==> src/rtl/uart_tx_fifo.sv <==
// UART transmitter fed by a small FIFO: start bit, DATA_W data bits LSB first,
// optional parity, STOP_BITS stop bits. Back-to-back frames when the FIFO has data.
module uart_tx_fifo #(
    parameter int unsigned DATA_W       = 8,
    parameter int unsigned CLKS_PER_BIT = 16,
    parameter int unsigned PARITY       = 1,
    parameter int unsigned STOP_BITS    = 1,
    parameter int unsigned FIFO_DEPTH   = 4
) (
    input  logic                        clk,
    input  logic                        rst,
    input  logic [DATA_W-1:0]           tx_data,
    input  logic                        tx_valid,
    output logic                        tx_ready,
    output logic                        serial_out,
    output logic                        busy,
    output logic [$clog2(FIFO_DEPTH):0] fifo_count
);
    localparam int unsigned PTR_W  = $clog2(FIFO_DEPTH);
    localparam int unsigned CNT_W  = PTR_W + 1;
    localparam int unsigned BAUD_W = $clog2(CLKS_PER_BIT);
    localparam int unsigned IDX_W  = 4;

    generate
        if (DATA_W < 5 || DATA_W > 9) begin : g_bad_data_w
            $error("uart_tx_fifo: DATA_W must be in 5..9");
        end
        if (CLKS_PER_BIT < 2) begin : g_bad_clks_per_bit
            $error("uart_tx_fifo: CLKS_PER_BIT must be at least 2");
        end
        if (PARITY > 2) begin : g_bad_parity
            $error("uart_tx_fifo: PARITY must be 0, 1 or 2");
        end
        if (STOP_BITS < 1 || STOP_BITS > 2) begin : g_bad_stop_bits
            $error("uart_tx_fifo: STOP_BITS must be 1 or 2");
        end
        if (FIFO_DEPTH < 2 || (FIFO_DEPTH & (FIFO_DEPTH - 1)) != 0) begin : g_bad_depth
            $error("uart_tx_fifo: FIFO_DEPTH must be a power of two, at least 2");
        end
    endgenerate

    typedef enum logic [2:0] {StIdle, StStart, StData, StPar, StStop} state_e;

    logic [DATA_W-1:0] mem [FIFO_DEPTH];
    logic [PTR_W-1:0]  wr_ptr_q, rd_ptr_q;
    logic [CNT_W-1:0]  count_q;
    logic              push, pop;

    state_e            state_q;
    logic [BAUD_W-1:0] baud_q;
    logic [IDX_W-1:0]  idx_q;
    logic [DATA_W-1:0] shift_q;
    logic              par_q;
    logic              bit_done, stop_done;

    assign tx_ready   = count_q < CNT_W'(FIFO_DEPTH);
    assign push       = tx_valid && tx_ready;
    assign bit_done   = baud_q == BAUD_W'(CLKS_PER_BIT - 1);
    assign stop_done  = (state_q == StStop) && bit_done && (idx_q == IDX_W'(STOP_BITS - 1));
    // Only the registered count gates the pop, so a word written this edge waits one cycle.
    assign pop        = (count_q != '0) && ((state_q == StIdle) || stop_done);
    assign fifo_count = count_q;
    assign busy       = state_q != StIdle;

    always_ff @(posedge clk) begin
        if (push) begin
            mem[wr_ptr_q] <= tx_data;
        end
    end

    always_ff @(posedge clk or posedge rst) begin
        if (rst) begin
            wr_ptr_q <= '0;
            rd_ptr_q <= '0;
            count_q  <= '0;
        end else begin
            if (push) begin
                wr_ptr_q <= wr_ptr_q + PTR_W'(1);
            end
            if (pop) begin
                rd_ptr_q <= rd_ptr_q + PTR_W'(1);
            end
            case ({push, pop})
                2'b10:   count_q <= count_q + CNT_W'(1);
                2'b01:   count_q <= count_q - CNT_W'(1);
                default: count_q <= count_q;
            endcase
        end
    end

    always_ff @(posedge clk or posedge rst) begin
        if (rst) begin
            state_q    <= StIdle;
            baud_q     <= '0;
            idx_q      <= '0;
            shift_q    <= '0;
            par_q      <= 1'b0;
            serial_out <= 1'b1;
        end else if (pop) begin
            shift_q    <= mem[rd_ptr_q];
            par_q      <= (^mem[rd_ptr_q]) ^ (PARITY == 2);
            state_q    <= StStart;
            baud_q     <= '0;
            idx_q      <= '0;
            serial_out <= 1'b0;
        end else if (state_q != StIdle) begin
            if (!bit_done) begin
                baud_q <= baud_q + BAUD_W'(1);
            end else begin
                baud_q <= '0;
                unique case (state_q)
                    StStart: begin
                        state_q    <= StData;
                        idx_q      <= '0;
                        serial_out <= shift_q[0];
                    end
                    StData: begin
                        if (idx_q == IDX_W'(DATA_W - 1)) begin
                            idx_q <= '0;
                            if (PARITY != 0) begin
                                state_q    <= StPar;
                                serial_out <= par_q;
                            end else begin
                                state_q    <= StStop;
                                serial_out <= 1'b1;
                            end
                        end else begin
                            idx_q      <= idx_q + IDX_W'(1);
                            shift_q    <= shift_q >> 1;
                            serial_out <= shift_q[1];
                        end
                    end
                    StPar: begin
                        state_q    <= StStop;
                        idx_q      <= '0;
                        serial_out <= 1'b1;
                    end
                    StStop: begin
                        // Reaching here at the last stop bit means the FIFO was empty.
                        if (idx_q == IDX_W'(STOP_BITS - 1)) begin
                            state_q <= StIdle;
                            idx_q   <= '0;
                        end else begin
                            idx_q <= idx_q + IDX_W'(1);
                        end
                        serial_out <= 1'b1;
                    end
                    default: begin
                        state_q    <= StIdle;
                        serial_out <= 1'b1;
                    end
                endcase
            end
        end
    end

endmodule

==> config.mk <==
export PLATFORM = sky130hd
export DESIGN_NAME = uart_tx_fifo
export DESIGN_NICKNAME = d
export VERILOG_FILES = /design/src/rtl/uart_tx_fifo.sv
export SDC_FILE = /design/constraint.sdc
export NUM_CORES = 1
export LEC_CHECK = 0
export CAP_MARGIN = 30
export CORE_UTILIZATION = 30
export DETAILED_ROUTE_END_ITERATION = 8
export SYNTH_ARGS = -nofsm -noshare
export SYNTH_HDL_FRONTEND = slang
export SYNTH_SLANG_ARGS = --single-unit
export TNS_END_PERCENT = 50
==> constraint.sdc <==
create_clock -name clk -period 4.3 [get_ports clk]
set_clock_uncertainty 0.2 [all_clocks]
set_input_delay 0.43 -clock clk [delete_from_list [all_inputs] [get_ports clk]]
set_output_delay 0.43 -clock clk [all_outputs]
set_load 0.02 [all_outputs]
==> results of run 1 <==
cells by family (layout without fill, tap and decap cells):
family                   Yosys count  after routing  share of synthesized area [%]
AO/OA/AOI/OAI                     29             29                           6.70
flip-flops                        60             60                           57.5
XOR/XNOR                          15             15                           4.54
multiplexers                      24             24                           13.0
adder cells (fa/ha/maj)            9              9                           4.15
AND/OR/NAND/NOR                   57             57                           10.1
buffers and inverters             23             47                           3.98
cell usage after synthesis (all sizes together) (5+ instances only):
library cell  number  area share, %
and2               5            1.1
buf                5            1.5
dfrtp             27             23
edfxtp            32             33
ha                 8            3.5
inv               14            1.9
mux2              14            6.1
mux4               8            6.2
nand2             16            2.1
nor2              12            1.6
o21ai             12            2.2
xnor2             12            3.6
final cells by class:
cell class | instances | area [µm²] | area share, %
Sequential cell | 60 | 1660 | 49.8
Multi-Input combinational cell | 134 | 1110 | 33.4
Timing Repair Buffer | 17 | 188 | 5.62
Tap cell | 129 | 161 | 4.83
Clock buffer | 10 | 128 | 3.82
Inverter | 14 | 55.1 | 1.65
Clock inverter | 6 | 31.3 | 0.936
where the power goes:
| part | leakage [nW] | switching, mW | internal [mW] |
|---|---|---|---|
| combinational | 0.553 | 0.319 | 0.392 |
| sequential | 0.619 | 0.135 | 0.767 |
| clock | 0.0748 | 0.215 | 0.202 |
path summary, 6_finish.rpt:
kind	to	cells past startpoint	slack [ns]
max in group asynchronous	shift_q[5]$_DFFE_PP0P_	3	3.19
min reg2reg	serial_out$_DFFE_PP1P_	2	0.29
min in group clk	serial_out$_DFFE_PP1P_	2	0.29
min	wr_ptr_q[0]$_DFFE_PP0P_	2	0.23
max reg2reg	fifo_count[2]$_DFFE_PP0P_	12	1.42
max	fifo_count[2]$_DFFE_PP0P_	12	1.42
registers in the layout (all words and copies together), names as in the netlist:
| signal | flops |
|---|---|
| fifo_count | 3 |
| mem | 32 |
| state_q | 3 |
| idx_q | 4 |
| rd_ptr_q | 2 |
| par_q | 1 |
| shift_q | 8 |
| baud_q | 4 |
| wr_ptr_q | 2 |
| serial_out | 1 |
critical path, delay by kind of cell (launching register included):
kind,cells,cell delay (ns)
buffers and inverters,3,0.33
and+or+nand+nor,3,0.58
adders and majority gates,3,0.74
xor gates and xnor gates,2,0.27
AOI/OAI and AO/OA,1,0.30
DFF,1,0.40
placed cells by master, fill, tap and decap left out, types with 3 or more instances in the layout:
cell type | netlist | layout
ha_1 | 8 | 8
mux2_4 | 5 | 5
or3_1 | 3 | 3
o21ai_0 | 11 | 11
clkinv_1 | 0 | 3
nand2_1 | 16 | 16
edfxtp_1 | 32 | 32
clkdlybuf4s50_1 | 0 | 16
nand3b_1 | 3 | 3
dfrtp_1 | 27 | 27
nor2_1 | 12 | 12
mux4_2 | 8 | 8
and2_1 | 5 | 5
nor2b_1 | 3 | 3
xnor2_1 | 12 | 12
clkbuf_8 | 0 | 9
inv_1 | 13 | 13
o211ai_1 | 3 | 3
xor2_1 | 3 | 3
mux2_2 | 9 | 9
stage by stage:
stage | power, mW | worst slack (ns) | instances | utilization, %
global placement | 1.61 | 1.46 | 353 | 34.0
global route | 2.18 | 1.16 | 370 | 36.0
detailed placement | 1.64 | 1.42 | 354 | 34.3
finish | 2.03 | 1.42 | 370 | 36.0
floorplan | 1.45 | 1.55 | 217 | -
CTS | 2.06 | 1.40 | 370 | 36.0
routing by layer:
metal | vias to the layer above | global-route usage (%) | routed length [µm]
met2 | 23 | 18.7 | 2420
met1 | 809 | 14.0 | 2320
li1 | 824 | - | -
met4 | 0 | 5.35 | 93
met5 | - | 0 | 0
met3 | 7 | 3.34 | 116
==> flow_metrics.py, run 1 <==
metrics = {
    "status": {
        "outcome": "finished clean",
    },
    "worst_setup_path": {
        "endpoint_kind": "flip-flop",
        "start_kind": "flip-flop",
        "worstPathArrival_ns": 2.94,
        "r2r_start": "idx_q[0]$_DFFE_PP0P_",
        "crit_path_top_delay_cell": "dfrtp_1",
        "critPathMaxStageDelay_ns": 0.40,
        "crit_fanout": 12,
        "crit_required_ns": 4.36,
        "worst-setup-path-type": "reg -> reg",
        "cp-startpoint": "idx_q[0]$_DFFE_PP0P_",
        "path_cells": "inv_1 > ha_1 > nor3b_1 > nand2_1 > a21o_2 > inv_4 > ha_1 > inv_1 > fa_1 > xor2_1 > nor2_1 > xnor2_1",
    },
    "cts": {
        "cts_buffer_depth": 2,
        "cts_setup_buffers": 0,
        "root_buffer": "clkbuf_8",
        "clkTransAtPathRegs_ns": 0.07,
        "cts-htree-levels": 3,
        "clock_latency_ns": 0.33,
        "cts_tree": "yes",
        "clock-sinks": 60,
        "cts_buffers": 9,
        "cts_hold_buf": 0,
        "cts_resized": 0,
    },
    "layout": {
        "area_growth_pct": 15.5,
        "n_antenna_cell": 0,
        "nFillCells": 927,
        "drive_above_1_share_pct": 17.4,
        "fin_area_mm2": 0.00334,
        "final_nets": 256,
    },
    "grt": {
        "grt_usage_pct": 11.5,
        "grt_pass1_wl_um": 8580,
        "gr-total-overflow": 0,
        "grt_max_degree": 20,
        "antenna_found_initial": 0,
        "grt_pass1_vias": 1727,
    },
    "sta": {
        "worst_hold_slack_ns": 0.228,
        "fin_setup_tns_ns": 0,
        "hold_viol": 0,
        "worstMarginPinSlew_ns": 0.855,
        "setup_viol": 0,
        "timing.final.crit_share_pct": 66.9,
        "maxSlewHeadroom_pct": 42.5,
        "drv_slew": 0,
        "rsz0062_at_grt": "no",
        "min_period_ns": 2.88,
        "max_freq_mhz": 348,
    },
    "yosys": {
        "synth_cell_type_count": 47,
        "synth_area_mm2": 0.00289,
        "synth_edf_count": 32,
        "ys.flop_type": "edfxtp_1",
        "avgSynthCellArea_um2": 13.3,
        "postSynth.asyncResetShare_pct": 46.7,
        "syn-num-nets": 237,
        "synth_seq_cells": 60,
        "ys.warnings.count": 0,
        "syn_inst": 217,
        "ys_seq_area_share_pct": 57.5,
    },
    "min_path": {
        "hold_path.class": "in -> async",
    },
    "routing": {
        "drc": 0,
        "firstDrtPassIters": 4,
        "via_count": 1663,
        "initialDrtViolationCount": 90,
        "ant_nets": 0,
        "wl_per_cell_um": 13.4,
        "viasPerCell": 4.49,
        "wirelength_um": 4950,
    },
    "floorplanning": {
        "ios": 17,
        "dieHeight_um": 100,
        "dieArea_mm2": 0.0100,
        "initial_core_util_pct": 31.2,
        "die_w_um": 100,
        "coreArea_mm2": 0.00928,
        "rows": 35,
    },
    "run": {
        "maxCapViolCount": 0,
    },
    "power_and_ir_drop": {
        "power_density_mw_per_mm2": 608,
        "leakagePower_nw": 1.25,
        "peakVddDrop_mv": 0.232,
    },
    "placed_design": {
        "gp_congestion": 0.812,
        "port_buffers": 16,
        "placed_area_mm2": 0.00318,
        "dp_hpwl_um": 3420,
    },
}
No activity file was read; power rests on OpenSTA's default activity.
==> inputs of run 2 (changes only) <==
- clock period: 4.3 -> 2.4 ns (I/O delays scaled with it)
==> flow_metrics.py, run 2 (synthesized netlist as in run 1, its figures left out) <==
metrics = {
    "floorplanning": {
        "dieHeight_um": 100,
        "coreArea_mm2": 0.00928,
        "initial_core_util_pct": 31.2,
        "dieArea_mm2": 0.0100,
        "rows": 35,
        "ios": 17,
        "die_w_um": 100,
    },
    "cts": {
        "cts_buffer_depth": 2,
        "clock-sinks": 60,
        "clock_latency_ns": 0.34,
        "clkTransAtPathRegs_ns": 0.08,
        "cts_hold_buf": 0,
        "cts_tree": "yes",
        "cts_setup_buffers": 0,
        "root_buffer": "clkbuf_8",
        "cts-htree-levels": 3,
        "cts_buffers": 9,
    },
    "layout": {
        "area_growth_pct": 20.6,
        "largest_reg_flops": 32,
        "final-instance-count-excl-fill": 383,
        "largest_registers": "mem (32), shift_q (8)",
        "n_antenna_cell": 0,
        "fin_util_pct": 37.6,
        "nFillCells": 929,
        "layout_common_cells": "edfxtp_1 (32), dfrtp_1 (27), nand2_1 (16), clkdlybuf4s50_1 (16), buf_4 (14)",
        "final_common_cell": "edfxtp_1",
        "final_nets": 269,
        "drive_above_1_share_pct": 25.2,
        "largest-register": "mem",
    },
    "sta": {
        "worstMarginPinSlew_ns": 0.479,
        "hold_viol": 0,
        "maxSlewHeadroom_pct": 68.1,
        "worst_hold_slack_ns": 0.0683,
        "min_period_ns": 2.27,
        "timing.final.crit_share_pct": 94.6,
        "max_freq_mhz": 440,
        "setup_viol": 0,
        "rsz0062_at_grt": "no",
        "finalWorstSetupSlack_ns": 0.129,
        "drv_slew": 0,
        "fin_setup_tns_ns": 0,
    },
    "routing": {
        "viasPerCell": 4.45,
        "wl_per_cell_um": 12.8,
        "drc": 0,
        "via_count": 1706,
        "initialDrtViolationCount": 76,
        "wirelength_um": 4910,
        "firstDrtPassIters": 4,
        "ant_nets": 0,
    },
    "grt": {
        "antenna_found_initial": 0,
        "grt_pass1_vias": 1780,
        "gr-total-overflow": 0,
        "grt_pass1_wl_um": 8600,
        "grt_usage_pct": 11.3,
        "grt_max_degree": 29,
    },
    "placed_design": {
        "port_buffers": 16,
        "gp_congestion": 0.762,
        "dp_hpwl_um": 3380,
        "dp.cells": 367,
        "post-place-ws_ns": 0.0547,
    },
    "worst_setup_path": {
        "crit_required_ns": 2.47,
        "start_kind": "flip-flop",
        "worst-setup-path-type": "reg -> reg",
        "endpoint_kind": "flip-flop",
        "crit_fanout": 2,
        "worstPathArrival_ns": 2.34,
    },
    "power_and_ir_drop": {
        "leakagePower_nw": 1.33,
        "power_density_mw_per_mm2": 1100,
        "peakVddDrop_mv": 0.560,
    },
    "status": {
        "outcome": "finished clean",
    },
    "min_path": {
        "hold_path.class": "in -> async",
    },
    "run": {
        "maxCapViolCount": 0,
    },
}
## run 2: cell count changes in the layout (fill, tap and decap cells not counted), sizes merged
cell      change
clkinvlp      +1
clkbuf        -1
clkinv        -1
buf          +13
bufinv        +1
## run 2: report_power, final
part	internal (mW)	switching, mW	total [mW]
logic	0.763	0.641	1.40
registers	1.37	0.182	1.56
clock network	0.473	0.419	0.892
## run 2: cell type report
| class | count | area [µm²] | area share [%] |
|---|---|---|---|
| flip-flops and latches | 60 | 1660 | 47.7 |
| multi-input cells | 134 | 1150 | 33.1 |
| repair buffers | 30 | 265 | 7.60 |
| well taps | 129 | 161 | 4.63 |
| clock buffers | 9 | 124 | 3.55 |
| clock inverters | 7 | 67.6 | 1.94 |
| inverters | 14 | 55.1 | 1.58 |
## run 2: what timing repair did
action | 4_1_cts | 5_1_grt
setup endpoints to repair | 0 | 3
endpoints found under the hold margin | 0 | 0
resized for setup | 0 | 2
## run 2: through the flow
step / power [mW] / area [µm²]
floorplan: 2.62 / 2920
global placement: 2.96 / 3290
detailed placement: 3.00 / 3290
CTS: 3.90 / 3480
global route: 4.14 / 3490
finish: 3.85 / 3490
## run 2: worst max-delay path, cell delays in order (launching register included)
cell	delay [ns]
dfrtp_1	0.39
inv_2	0.08
ha_4	0.13
nor3b_4	0.19
nand2_1	0.08
a21o_2	0.21
inv_4	0.06
ha_4	0.12
inv_1	0.05
fa_2	0.33
xor2_1	0.14
nor2_1	0.11
xnor2_1	0.13
## run 2: worst paths after layout
path	from	endpoint	slack [ns]	cells after the start
worst max-delay path	idx_q[0]$_DFFE_PP0P_	fifo_count[2]$_DFFE_PP0P_	0.13	12
worst min-delay path	rst	fifo_count[0]$_DFFE_PP0P_	0.07	3
worst max register to register	idx_q[0]$_DFFE_PP0P_	fifo_count[2]$_DFFE_PP0P_	0.13	12
worst min register to register	par_q$_DFFE_PP0N_	par_q$_DFFE_PP0N_	0.30	2
max in group asynchronous	rst	serial_out$_DFFE_PP1P_	1.62	3
min in group clk	par_q$_DFFE_PP0N_	par_q$_DFFE_PP0N_	0.30	2
## run 2: routing by layer
layer	vias to the layer above	wire, µm	global-route usage (%)
met1	834	2350	14.6
met2	23	2390	17.8
met3	3	138	2.72
met5	-	0	0
li1	846	-	-
met4	0	36	5.69
==> inputs of run 3 (changes only) <==
- GPL_TIMING_DRIVEN: not set -> 0
- REMOVE_ABC_BUFFERS: not set -> 1
==> flow_metrics.py, run 3 (synthesized netlist as in run 1, its figures left out) <==
metrics = {
    "routing": {
        "initialDrtViolationCount": 100,
        "viasPerCell": 4.57,
        "wirelength_um": 5230,
        "wl_per_cell_um": 13.8,
        "via_count": 1738,
        "ant_nets": 0,
        "firstDrtPassIters": 4,
        "drc": 0,
    },
    "floorplanning": {
        "dieArea_mm2": 0.0100,
        "die_w_um": 100,
        "ios": 17,
        "rows": 35,
        "initial_core_util_pct": 31.2,
        "dieHeight_um": 100,
        "coreArea_mm2": 0.00928,
    },
    "worst_setup_path": {
        "r2r_end": "fifo_count[2]$_DFFE_PP0P_",
        "start_kind": "flip-flop",
        "r2r_start": "baud_q[0]$_DFFE_PP0P_",
        "worstPathArrival_ns": 2.39,
        "endpoint_kind": "flip-flop",
        "crit_fanout": 6,
        "worst-setup-path-type": "reg -> reg",
        "r2r_setup_slack_ns": 0.06,
        "ff2ff_path_depth": 11,
        "crit_required_ns": 2.45,
    },
    "grt": {
        "grt_max_degree": 23,
        "antenna_found_initial": 0,
        "grt_pass1_wl_um": 8800,
        "grt_pass1_vias": 1782,
        "grt_usage_pct": 11.7,
        "gr-total-overflow": 0,
    },
    "placed_design": {
        "dp_hpwl_um": 3440,
        "port_buffers": 16,
        "gp_congestion": 0.707,
        "placed_area_mm2": 0.00318,
    },
    "cts": {
        "root_buffer": "clkbuf_8",
        "cts_buffers": 9,
        "cts-htree-levels": 3,
        "cts_hold_buf": 0,
        "clock_latency_ns": 0.33,
        "clock-sinks": 60,
        "clkTransAtPathRegs_ns": 0.07,
        "cts_buffer_depth": 2,
        "cts_tree": "yes",
    },
    "layout": {
        "area_growth_pct": 20.9,
        "largest-register": "mem",
        "largest_reg_flops": 32,
        "drive_above_1_share_pct": 25.1,
        "n_antenna_cell": 0,
        "largest_registers": "mem (32), shift_q (8)",
        "fin_area_mm2": 0.00350,
        "layout_common_cells": "edfxtp_1 (32), dfrtp_1 (25), nand2_1 (16), clkdlybuf4s50_1 (16)",
        "fin_util_pct": 37.7,
        "final_common_cell": "edfxtp_1",
        "final_nets": 266,
    },
    "sta": {
        "worstMarginPinSlew_ns": 0.767,
        "hold_viol": 0,
        "maxSlewHeadroom_pct": 48.4,
        "drv_slew": 0,
        "worst_hold_slack_ns": 0.00613,
        "rsz0062_at_grt": "yes",
        "max_freq_mhz": 427,
        "timing.final.crit_share_pct": 97.6,
        "setup_viol": 0,
        "min_period_ns": 2.34,
    },
    "power_and_ir_drop": {
        "leakagePower_nw": 1.32,
        "peakVddDrop_mv": 0.533,
        "power_density_mw_per_mm2": 1110,
    },
    "min_path": {
        "hold_path.class": "in -> async",
    },
    "status": {
        "outcome": "finished clean",
    },
    "run": {
        "maxCapViolCount": 0,
    },
}
[run 3: changes by cell type in the layout (fill, tap and decap cells not counted), sizes merged]
cell      before  now
buf           14   11
clkbuf         9   10
clkinvlp       3    1
clkinv         3    4
[run 3: area by class of cell]
cell class                      instances  area, µm²
Clock buffer                           10        128
Clock inverter                          6       55.1
Fill cell                             914       5790
Inverter                               14       60.1
Multi-Input combinational cell        134       1160
Sequential cell                        60       1670
Tap cell                              129        161
Timing Repair Buffer                   27        263
[run 3: worst max path at each step]
| stage | startpoint | end | slack (ns) | cells after the start |
|---|---|---|---|---|
| after floorplan | idx_q[0]$_DFFE_PP0P_ | fifo_count[2]$_DFFE_PP0P_ | -0.26 | 12 |
| final | baud_q[0]$_DFFE_PP0P_ | fifo_count[2]$_DFFE_PP0P_ | 0.06 | 11 |
| after global routing | idx_q[0]$_DFFE_PP0P_ | fifo_count[2]$_DFFE_PP0P_ | -0.06 | 12 |
| after CTS | idx_q[0]$_DFFE_PP0P_ | fifo_count[2]$_DFFE_PP0P_ | 0.003 | 12 |
| after global placement | idx_q[0]$_DFFE_PP0P_ | fifo_count[2]$_DFFE_PP0P_ | -0.56 | 12 |
| after detailed placement | idx_q[0]$_DFFE_PP0P_ | fifo_count[2]$_DFFE_PP0P_ | -0.60 | 12 |
[run 3: timing repair]
action | 4_1_cts | 5_1_grt
resized for setup | 14 | 3
setup endpoints to repair | 10 | 5
pin swaps | 5 | 6
buffers inserted | 7 | 3
[run 3: through the flow]
step	worst slack (ns)	std cells	power, mW	setup TNS [ns]
6_report	0.0579	380	3.87	0
5_1_grt	-0.0572	380	4.14	-0.0572
4_1_cts	0.00322	377	3.88	0
3_5_place_dp	-0.598	354	2.93	-2.25
3_3_place_gp	-0.556	353	2.88	-1.94
2_1_floorplan	-0.260	208	2.57	-0.357
[run 3: report_power, final]
part | internal (mW) | total [mW] | switching (mW) | leakage [nW]
Clock | 0.469 | 0.860 | 0.391 | 0.0911
Combinational | 0.785 | 1.39 | 0.609 | 0.612
Sequential | 1.38 | 1.61 | 0.233 | 0.616
[run 3: worst max-delay path: stages (launching register included)]
cell and delay, ns:
dfrtp_1 0.37, ha_1 0.19, and3_4 0.23, nand2_1 0.07
a21o_4 0.23, inv_8 0.05, ha_4 0.12, inv_2 0.04
fa_2 0.33, xor2_1 0.17, nor2_1 0.11, xnor2_1 0.13
[run 3: metal layers]
metal / vias to the layer above / share of wire [%] / global-route usage (%)
met3: 9 / 1.9 / 2.37
met5: - / 0 / 0
met2: 19 / 52 / 19.8
met1: 869 / 44 / 14.1
met4: 0 / 2.0 / 6.02
li1: 841 / - / -
